===== src/rtl/pfb_bank_scheduler_if.sv =====
// ---------------------------------------------------------------------------
// pfb_bank_scheduler_if
//   Bundles the PFB word stream, the BRAM write port, the packetizer
//   hand-off and the status outputs of pfb_bank_scheduler.
//
//   Signals (direction seen from the scheduler, i.e. the slave modport):
//     in_valid, in_last  in   PFB word strobe and end-of-frame marker
//     wen, waddr         out  BRAM write enable / {bank, word pointer}
//     bramrdy            out  a full bank is handed to the packetizer
//     rd_bank, rd_len    out  handed bank index and its word count
//     done               in   packetizer finished reading the handed bank
//     clr                out  one-cycle pulse releasing a bank
//     overflow           out  sticky frame dropped/truncated flag
//     drop_cnt           out  saturating dropped-frame counter
//
//   master: the PFB source / packetizer side.  slave: the scheduler.
// ---------------------------------------------------------------------------
interface pfb_bank_scheduler_if #(
  parameter int ADDR_W = 9
);
  logic              in_valid;
  logic              in_last;
  logic              wen;
  logic [ADDR_W:0]   waddr;
  logic              bramrdy;
  logic              rd_bank;
  logic [ADDR_W:0]   rd_len;
  logic              done;
  logic              clr;
  logic              overflow;
  logic [15:0]       drop_cnt;

  modport master (
    output in_valid, in_last, done,
    input  wen, waddr, bramrdy, rd_bank, rd_len, clr, overflow, drop_cnt
  );

  modport slave (
    input  in_valid, in_last, done,
    output wen, waddr, bramrdy, rd_bank, rd_len, clr, overflow, drop_cnt
  );
endinterface


===== src/rtl/pfb_bank_scheduler.sv =====
// ---------------------------------------------------------------------------
// pfb_bank_scheduler
//   Ping-pong scheduler for two BRAM banks holding PFB frames. The write FSM
//   streams words into the current write bank and closes it on the last
//   word of a frame or when the bank is full; the read FSM hands closed
//   banks to the packetizer in write order and releases them on done.
//
//   Ports:
//     clk    in  sole clock, rising edge
//     rst_n  in  synchronous active-low reset
//     bus    pfb_bank_scheduler_if.slave (stream, BRAM write, hand-off,
//            status); see the interface file for the signal list.
//
//   Parameter ADDR_W: per-bank word-address width (2**ADDR_W words/bank).
// ---------------------------------------------------------------------------
module pfb_bank_scheduler #(
  parameter int ADDR_W = 9
) (
  input  logic                  clk,
  input  logic                  rst_n,
  pfb_bank_scheduler_if.slave   bus
);

  localparam logic [ADDR_W-1:0] WPTR_MAX = '1;
  localparam logic [ADDR_W-1:0] WPTR_ONE = 1;
  localparam logic [ADDR_W:0]   LEN_ONE  = 1;

  typedef enum logic [1:0] {W_FILL, W_WAIT, W_DROP} wstate_t;
  typedef enum logic [1:0] {R_IDLE, R_BUSY, R_CLR}  rstate_t;

  wstate_t                wstate_q, wstate_d;
  rstate_t                rstate_q, rstate_d;
  logic                   wbank_q, wbank_d;
  logic                   rbank_q, rbank_d;
  logic [ADDR_W-1:0]      wptr_q, wptr_d;
  logic [1:0]             full_q, full_set, full_clr;
  logic [1:0][ADDR_W:0]   len_q, len_d;
  logic                   bramrdy_q, bramrdy_d;
  logic                   rd_bank_q, rd_bank_d;
  logic [ADDR_W:0]        rd_len_q, rd_len_d;
  logic                   overflow_q, overflow_d;
  logic [15:0]            drop_cnt_q, drop_cnt_d;
  logic                   wen_c;
  logic                   clr_c;

  // Write FSM: next state and zero-latency BRAM write strobe.
  // NOTE: every signal assigned here gets a default first, so no path can
  // leave it unassigned and infer a latch.
  always_comb begin
    wstate_d   = wstate_q;
    wbank_d    = wbank_q;
    wptr_d     = wptr_q;
    len_d      = len_q;
    overflow_d = overflow_q;
    drop_cnt_d = drop_cnt_q;
    full_set   = '0;
    wen_c      = 1'b0;

    case (wstate_q)
      W_FILL: begin
        if (bus.in_valid) begin
          wen_c = 1'b1;
          if (bus.in_last || wptr_q == WPTR_MAX) begin
            full_set[wbank_q] = 1'b1;
            len_d[wbank_q]    = {1'b0, wptr_q} + LEN_ONE;
            wbank_d           = ~wbank_q;
            wptr_d            = '0;
            if (!bus.in_last) begin
              // Bank ran out mid-frame: keep what fits, discard the rest.
              overflow_d = 1'b1;
              wstate_d   = W_DROP;
            end else if (full_q[~wbank_q]) begin
              wstate_d = W_WAIT;
            end
          end else begin
            wptr_d = wptr_q + WPTR_ONE;
          end
        end
      end
      W_WAIT: begin
        if (bus.in_valid) begin
          // First word of a frame with no free bank: the whole frame goes.
          overflow_d = 1'b1;
          if (drop_cnt_q != 16'hFFFF) drop_cnt_d = drop_cnt_q + 16'd1;
          if (!bus.in_last) wstate_d = W_DROP;
        end else if (!full_q[wbank_q]) begin
          // Only resume between frames so a bank never starts mid-frame.
          wstate_d = W_FILL;
        end
      end
      W_DROP: begin
        if (bus.in_valid && bus.in_last)
          wstate_d = full_q[wbank_q] ? W_WAIT : W_FILL;
      end
      default: wstate_d = W_FILL;
    endcase
  end

  // Read FSM: hand full banks to the packetizer in strict alternation.
  always_comb begin
    rstate_d  = rstate_q;
    rbank_d   = rbank_q;
    bramrdy_d = bramrdy_q;
    rd_bank_d = rd_bank_q;
    rd_len_d  = rd_len_q;
    full_clr  = '0;
    clr_c     = 1'b0;

    case (rstate_q)
      R_IDLE: begin
        if (full_q[rbank_q]) begin
          rstate_d  = R_BUSY;
          bramrdy_d = 1'b1;
          rd_bank_d = rbank_q;
          rd_len_d  = len_q[rbank_q];
        end
      end
      R_BUSY: begin
        if (bus.done) begin
          rstate_d  = R_CLR;
          bramrdy_d = 1'b0;
        end
      end
      R_CLR: begin
        clr_c             = 1'b1;
        full_clr[rbank_q] = 1'b1;
        rbank_d           = ~rbank_q;
        rstate_d          = R_IDLE;
      end
      default: rstate_d = R_IDLE;
    endcase
  end

  // NOTE: state registers use non-blocking assignments so every flop samples
  // the pre-edge values regardless of statement order.
  // NOTE: the length table is only two entries, so it is reset along with the
  // rest of the state rather than left to a BRAM-style uninitialised array.
  always_ff @(posedge clk) begin
    if (!rst_n) begin
      wstate_q   <= W_FILL;
      rstate_q   <= R_IDLE;
      wbank_q    <= 1'b0;
      rbank_q    <= 1'b0;
      wptr_q     <= '0;
      full_q     <= '0;
      len_q      <= '0;
      bramrdy_q  <= 1'b0;
      rd_bank_q  <= 1'b0;
      rd_len_q   <= '0;
      overflow_q <= 1'b0;
      drop_cnt_q <= '0;
    end else begin
      wstate_q   <= wstate_d;
      rstate_q   <= rstate_d;
      wbank_q    <= wbank_d;
      rbank_q    <= rbank_d;
      wptr_q     <= wptr_d;
      // Set and clear never target the same bank: the write side only
      // closes a bank that was free, the read side only clears a full one.
      full_q     <= (full_q | full_set) & ~full_clr;
      len_q      <= len_d;
      bramrdy_q  <= bramrdy_d;
      rd_bank_q  <= rd_bank_d;
      rd_len_q   <= rd_len_d;
      overflow_q <= overflow_d;
      drop_cnt_q <= drop_cnt_d;
    end
  end

  // Suppress BRAM writes while reset is asserted; the state is being
  // discarded at that edge anyway.
  assign bus.wen      = wen_c & rst_n;
  assign bus.waddr    = {wbank_q, wptr_q};
  assign bus.bramrdy  = bramrdy_q;
  assign bus.rd_bank  = rd_bank_q;
  assign bus.rd_len   = rd_len_q;
  assign bus.clr      = clr_c;
  assign bus.overflow = overflow_q;
  assign bus.drop_cnt = drop_cnt_q;

endmodule

===== src/flat_wrapper.sv =====
// flat-port wrapper written by rule: the top's interface ports become plain ports
module pfb_bank_scheduler_flat 
#(
  parameter int ADDR_W = 9
)
  (clk, rst_n, bus_in_valid, bus_in_last, bus_done, bus_wen, bus_waddr, bus_bramrdy, bus_rd_bank, bus_rd_len, bus_clr, bus_overflow, bus_drop_cnt);
  pfb_bank_scheduler_if #(.ADDR_W(ADDR_W)) bus_i ();
  input  logic clk;
  input  logic rst_n;
  input wire logic [$bits(bus_i.in_valid)-1:0] bus_in_valid;
  input wire logic [$bits(bus_i.in_last)-1:0] bus_in_last;
  input wire logic [$bits(bus_i.done)-1:0] bus_done;
  output wire logic [$bits(bus_i.wen)-1:0] bus_wen;
  output wire logic [$bits(bus_i.waddr)-1:0] bus_waddr;
  output wire logic [$bits(bus_i.bramrdy)-1:0] bus_bramrdy;
  output wire logic [$bits(bus_i.rd_bank)-1:0] bus_rd_bank;
  output wire logic [$bits(bus_i.rd_len)-1:0] bus_rd_len;
  output wire logic [$bits(bus_i.clr)-1:0] bus_clr;
  output wire logic [$bits(bus_i.overflow)-1:0] bus_overflow;
  output wire logic [$bits(bus_i.drop_cnt)-1:0] bus_drop_cnt;
  assign bus_i.in_valid = bus_in_valid;
  assign bus_i.in_last = bus_in_last;
  assign bus_i.done = bus_done;
  assign bus_wen = bus_i.wen;
  assign bus_waddr = bus_i.waddr;
  assign bus_bramrdy = bus_i.bramrdy;
  assign bus_rd_bank = bus_i.rd_bank;
  assign bus_rd_len = bus_i.rd_len;
  assign bus_clr = bus_i.clr;
  assign bus_overflow = bus_i.overflow;
  assign bus_drop_cnt = bus_i.drop_cnt;
  pfb_bank_scheduler #(.ADDR_W(ADDR_W)) u_core (.clk(clk), .rst_n(rst_n), .bus(bus_i));
endmodule

===== config.mk =====
export PLATFORM = sky130hd
export DESIGN_NAME = pfb_bank_scheduler_flat
export DESIGN_NICKNAME = d
export VERILOG_FILES = /design/src/rtl/pfb_bank_scheduler_if.sv /design/src/rtl/pfb_bank_scheduler.sv /design/src/flat_wrapper.sv
export SDC_FILE = /design/constraint.sdc
export NUM_CORES = 1
export LEC_CHECK = 0
export BUFFER_PORTS_ARGS = -buffer_cell sky130_fd_sc_hd__buf_2
export CAP_MARGIN = 20
export CORE_UTILIZATION = 56
export CTS_BUF_LIST = sky130_fd_sc_hd__clkbuf_16
export DETAILED_ROUTE_END_ITERATION = 7
export MAX_ROUTING_LAYER = met4
export PLACE_DENSITY = 0.87
export RECOVER_POWER = 50
export SYNTH_ARGS = -nofsm -noshare
export SYNTH_HDL_FRONTEND = slang
export SYNTH_SLANG_ARGS = --single-unit

===== constraint.sdc =====
create_clock -name clk -period 2.3 [get_ports clk]
set_clock_uncertainty 0.1 [all_clocks]
set_input_delay 0.23 -clock clk [delete_from_list [all_inputs] [get_ports clk]]
set_output_delay 0.23 -clock clk [all_outputs]
set_load 0.01 [all_outputs]

Word level (Yosys, flattened, before mapping):

Cells that the tools add are included.

* add/subtract/negate cells: 3
* multipliers: 0
* divide/modulo/power cells: 0
* magnitude comparators: 5
* equality and inequality tests: 16
* shifts and indexed selects: 0
* muxes and demuxes: 44
* bitwise operators: 6
* reduce and logical (&&, ||, !) cells: 16

Operators by type and width (count)
* $mux 10: 3
* $mux 2: 14
* $bwmux 20: 1
* $mux 1: 18
* $add 16x1->16 const B: 1
* $ne 16x16->1 const B: 1
* $add 9x1->10 const B: 1
* $demux 10 s1: 1
* $add 9x1->9 const B: 1
* $eq 9x9->1 const B: 1
* $mux 9: 1
* $reduce_and 3->1: 3
* $ne 2x2->1 const B: 4
* $lt 1x2->1 const B: 3
* $ne 2x1->1 const B: 3
* $ne 3x3->1 const B: 2
* $pmux 2 s3: 1
* $reduce_and 2->1: 3
* $reduce_and 6->1: 1
* $reduce_and 5->1: 1
* $eq 2x1->1 const B: 2
* $eq 2x2->1 const B: 2
* $logic_not 2->1: 2
* $pmux 1 s2: 2
* other kinds (12): 18

* bits in registers: 66
* bits in latches: 0
* RAM bits: 0
* bits in read-only memories: 0
* input bits: 5
* output and inout port bits: 41
* word-level logic and storage cells: 103
* memories kept: 0

Logic depth before layout (Yosys ltp):

* depth after elaboration: 9
* gate-level depth with buffers: 10

Least setup slack after synthesis:

No wires, ideal clock.

* path type: reg2reg
* from: register u_core.wptr_q[0]
* to: register u_core.len_q[14] in the netlist's numbering
* library setup time: 86 ps
* arrival: 2032 ps
* data required time: 2114 ps
* path slack: 82 ps
* cell stages (with the launch flop): 11
* buffers on the path: 2
* clock period less this slack: 2218 ps
* path through: dfxtp_1 ha_1 nand4_1 nor2_1 ha_1 nor2_1 nor3b_2 buf_4 buf_4 nor2_1 a211oi_1

* longest elaborated chain between the ends: 3

Ends and longest elaborated chain
* from (decl): RTL line pfb_bank_scheduler.sv:35 `logic [ADDR_W-1:0] wptr_q, wptr_d;`
* from (signal assigned): RTL line pfb_bank_scheduler.sv:157 `wptr_q <= wptr_d;`
* branches (longest 3 deep; another with $add 9x1->10)
* to (signal assigned): RTL line pfb_bank_scheduler.sv:161 `len_q <= len_d;`
* to (decl): RTL line pfb_bank_scheduler.sv:37 `logic [1:0][ADDR_W:0] len_q, len_d;`

Several ways; the timed one is not identified.
A chain may end at the register's enable or synchronous reset.

Worst setup path after layout:

* from: register u_core.wptr_q[1]
* to: register u_core.len_q[14] in the netlist's numbering

The elaborated chain is that of the path after synthesis.

==> impl_results.md <==
* I/O pins at 46
* Post-synthesis async set-or-reset flop share at 0%
* TNS Setup at 0 ns
* Layout cell share with drive strength beyond 1 at 11.5%
* WP data required at 2.42 ns
* # nets final at 395
* Worst-path fanout max at 8
* CTS tree: done
* Setup bufs post-CTS at 0
* Detailed-route DRC error count at 0
* Largest net degree at the start of global routing at 30
* Mux share of post-synthesis cell area at 6.89%
* Period minus WS final at 2.13 ns
* Slowest CP cell: dfxtp_2
* Clock input transition at the sequential cells of the worst setup and hold paths at 0.06 ns
* Cells after Synth at 342
* H-tree depth at 3
* CP Cell Sequence: ha_1, nand4_1, nor2_1, ha_2, nor2_1, nor3b_2, buf_2, nor2_1, a211oi_1
* DR WL/cell at 15.6 microns
* Worst vdd ir at 0.573 mV
* Starting Density at 59.0%
* Setup slack after layout at 0.168 ns
* Tightest Pin Transition at 0.949 ns
* IO buf count at 45
* Final setup viols at 0
* Compound-Gate Fraction of Synth Area at 18.1%
* CTS buffer count at 9
* CP Launch Type: flop
* Vias per cell at 5.96
* Final worst-path cycle share at 92.7%
* Gr usage total at 27.1%
* Syn_nets at 350
* Worst-Skew Late Latency at 0.32 ns
* Synth Area in Adders at 1.23%
* Top_reg_cell synth: dfxtp_1
* Post-DRT Antenna Nets at 0
* Max stage delay on crit path at 0.36 ns
* Critical R2R Launch: u_core.wptr_q[1]$_SDFFE_PN0P_
* Area delta synth->final at 18.0%
* RePlAce Congestion at 0.894
* Initial antenna violation count at 0
* Post-synth EDFFs at 0
* Syn_area_per_cell at 8.92 sq um
* Leak Pwr at 0.00124 uW
* Main combinational cell family by area after synthesis: simple AND/OR/NAND/NOR gates
* Seq/Total Area, Yosys at 43.3%
* First-pass GRT wire length at 11.1 mm
* Site Rows at 26
* Die width at 75.8 microns
* Number of global-route vias before repair at 2288
* Die H at 75.8 microns
* Routed WL at 7.20 mm
* Critical Path AT at 2.25 ns
* Post-Layout Cell Count at 462
* RSZ-0062 raised after global routing: no
* Grt total ovfl at 0
* Crit path top cell by count: nor2_1
* Clk buf depth at 2
* Clk root buf: clkbuf_16
* ANT cells at 0
* Core footprint at 0.00517 sq mm
* Placed Instances at 445
* Kind of end point of the critical path: flop
* DR vias at 2755
* Status: completed
* Hold path startpoint: bus_done
* Clock sinks at 66
* Synth warn at 0
* Synthesis-stage register bit count at 66
* Setup CP Type: flop to flop
* Die area at 0.00574 sq mm
* Post-synthesis simple-gate area fraction at 23.3%
* PD cells at 798 mW/mm^2
* Final HPWL DP at 4.50 mm
* Crit. Startpoint: u_core.wptr_q[1]$_SDFFE_PN0P_
* Max frequency at 469 MHz
* DP Worst Slack at 0.158 ns
* Max cap viols at 0
* Fin. max-slew vios at 0
* Cts-stage hold buffer count at 0
* Hold WC Path Type: input port to flop
* Post-synth cell types at 52
* DR pass1 iterations at 4
* Slew HR at 36.7%
* Endpoints failing hold at 0
* Syn Std Cell Area at 0.00305 sq mm
* Iteration-0 DRC Markers at 191
* Synth Area in XOR/XNOR at 2.01%
==> final timing paths <==
kind | end | slack (ns) | depth (start not counted)
max | u_core.len_q[14]$_SDFFE_PN0P_ | 0.17 | 9
min reg2reg | u_core.bus.overflow$_SDFFE_PN0P_ | 0.37 | 1
max reg2reg | u_core.len_q[14]$_SDFFE_PN0P_ | 0.17 | 9
min | u_core.rstate_q[1]$_SDFFE_PN0P_ | 0.10 | 3
==> worst max-delay path: cells and delay by family (launching register included) <==
family                   cells  cell delay, ns
flip-flops                   1            0.36
adder cells (fa/ha/maj)      2            0.40
AO/OA/AOI/OAI                1            0.24
buffers and inverters        1            0.24
AND/OR/NAND/NOR              5            0.69
==> power breakdown <==
group / leakage [uW] / internal, uW / switching, uW
Combinational: 0.000552 / 80.1 / 133
Sequential: 0.000536 / 1190 / 32.2
Clock: 0.000151 / 946 / 495
Total: 0.00124 / 2210 / 660
==> per-stage QoR <==
step,instance area (sq um),power (uW),hold slack (ns),utilization (%)
2_1_floorplan,3050,1400,0.294,-
3_5_place_dp,3330,1450,0.354,64.3
6_report,3600,2870,0.101,69.5
3_3_place_gp,3330,1450,0.348,64.3
5_1_grt,3600,2970,0.0989,69.5
4_1_cts,3650,2900,0.0852,70.5
==> state kept, by name, indices dropped and copies added, names as in the netlist, 2 cells and up <==
register             count
u_core.rstate_q          2
u_core.wstate_q          2
u_core.full_q            2
u_core.bus.rd_len       10
u_core.wptr_q            9
u_core.len_q            20
u_core.bus.drop_cnt     16
==> cell usage after synthesis, types with 7 or more instances <==
library cell,n,area share [%]
a211oi_1,18,4.4
a21oi_1,24,3.9
buf_4,7,1.7
clkbuf_1,10,1.2
dfxtp_1,66,43
inv_1,7,0.86
mux2i_1,21,6.9
nand2_1,13,1.6
nand3_1,13,2.1
nor2_1,48,5.9
o21ai_0,12,2.0
o31ai_1,8,2.0
or4_1,10,2.5
==> placed cells by master, fill, tap and decap left out, types with 2 or more instances in the layout <==
cell / netlist / routed
xnor2_1: 6 / 6
nand3_1: 13 / 13
a21oi_1: 24 / 24
ha_1: 3 / 2
nand3b_1: 4 / 4
clkinv_1: 0 / 2
o21a_1: 3 / 3
nand2_1: 13 / 13
nor2b_1: 2 / 2
or2_2: 2 / 2
o31ai_1: 8 / 8
o21ai_0: 12 / 12
or3_1: 5 / 5
nand4_1: 5 / 5
or4_1: 10 / 10
o211ai_1: 2 / 2
nor3_1: 6 / 6
clkbuf_2: 0 / 2
buf_4: 7 / 4
clkbuf_1: 10 / 40
mux2i_1: 21 / 21
bufinv_16: 0 / 2
nor3b_1: 3 / 3
nand2b_1: 3 / 3
a211oi_1: 18 / 17
nor4_1: 3 / 3
and3b_1: 2 / 2
and3_1: 3 / 3
dfxtp_1: 66 / 65
a2bb2oi_1: 2 / 2
inv_1: 7 / 8
a41o_1: 3 / 3
a22oi_1: 3 / 3
clkbuf_16: 0 / 9
a211oi_2: 1 / 2
nor2_1: 48 / 48
buf_6: 1 / 2
buf_2: 4 / 10
==> per-layer routing <==
metal	vias up	part of all wire, %	track usage, %
met1	1299	45	34.3
met4	0	1.3	9.67
met5	-	0	-
li1	1346	-	-
met3	9	5.5	8.60
met2	101	48	40.7
==> cell families (layout without fill, tap and decap cells) <==
logic type | count (synthesis) | after routing
and+or+nand+nor | 131 | 131
AOI/OAI and AO/OA | 82 | 82
DFF | 66 | 66
buffers and inverters | 32 | 82
muxes | 21 | 21
xor gates and xnor gates | 7 | 7
adders and majority gates | 3 | 3
==> layout make-up <==
cell class / count / area, sq um
multi-input cells: 244 / 1580
fillers: 405 / 1580
flip-flops and latches: 66 / 1320
repair buffers: 58 / 263
clock buffers: 9 / 225
clock inverters: 7 / 92.6
well taps: 70 / 87.6
inverters: 8 / 30.0
==> timing repair <==
item                                    CTS  global route
gates resized for setup                   0             5
endpoints found under the hold margin     0             0
endpoints found under the setup margin    0            17
(Power assumes the default switching activity.)
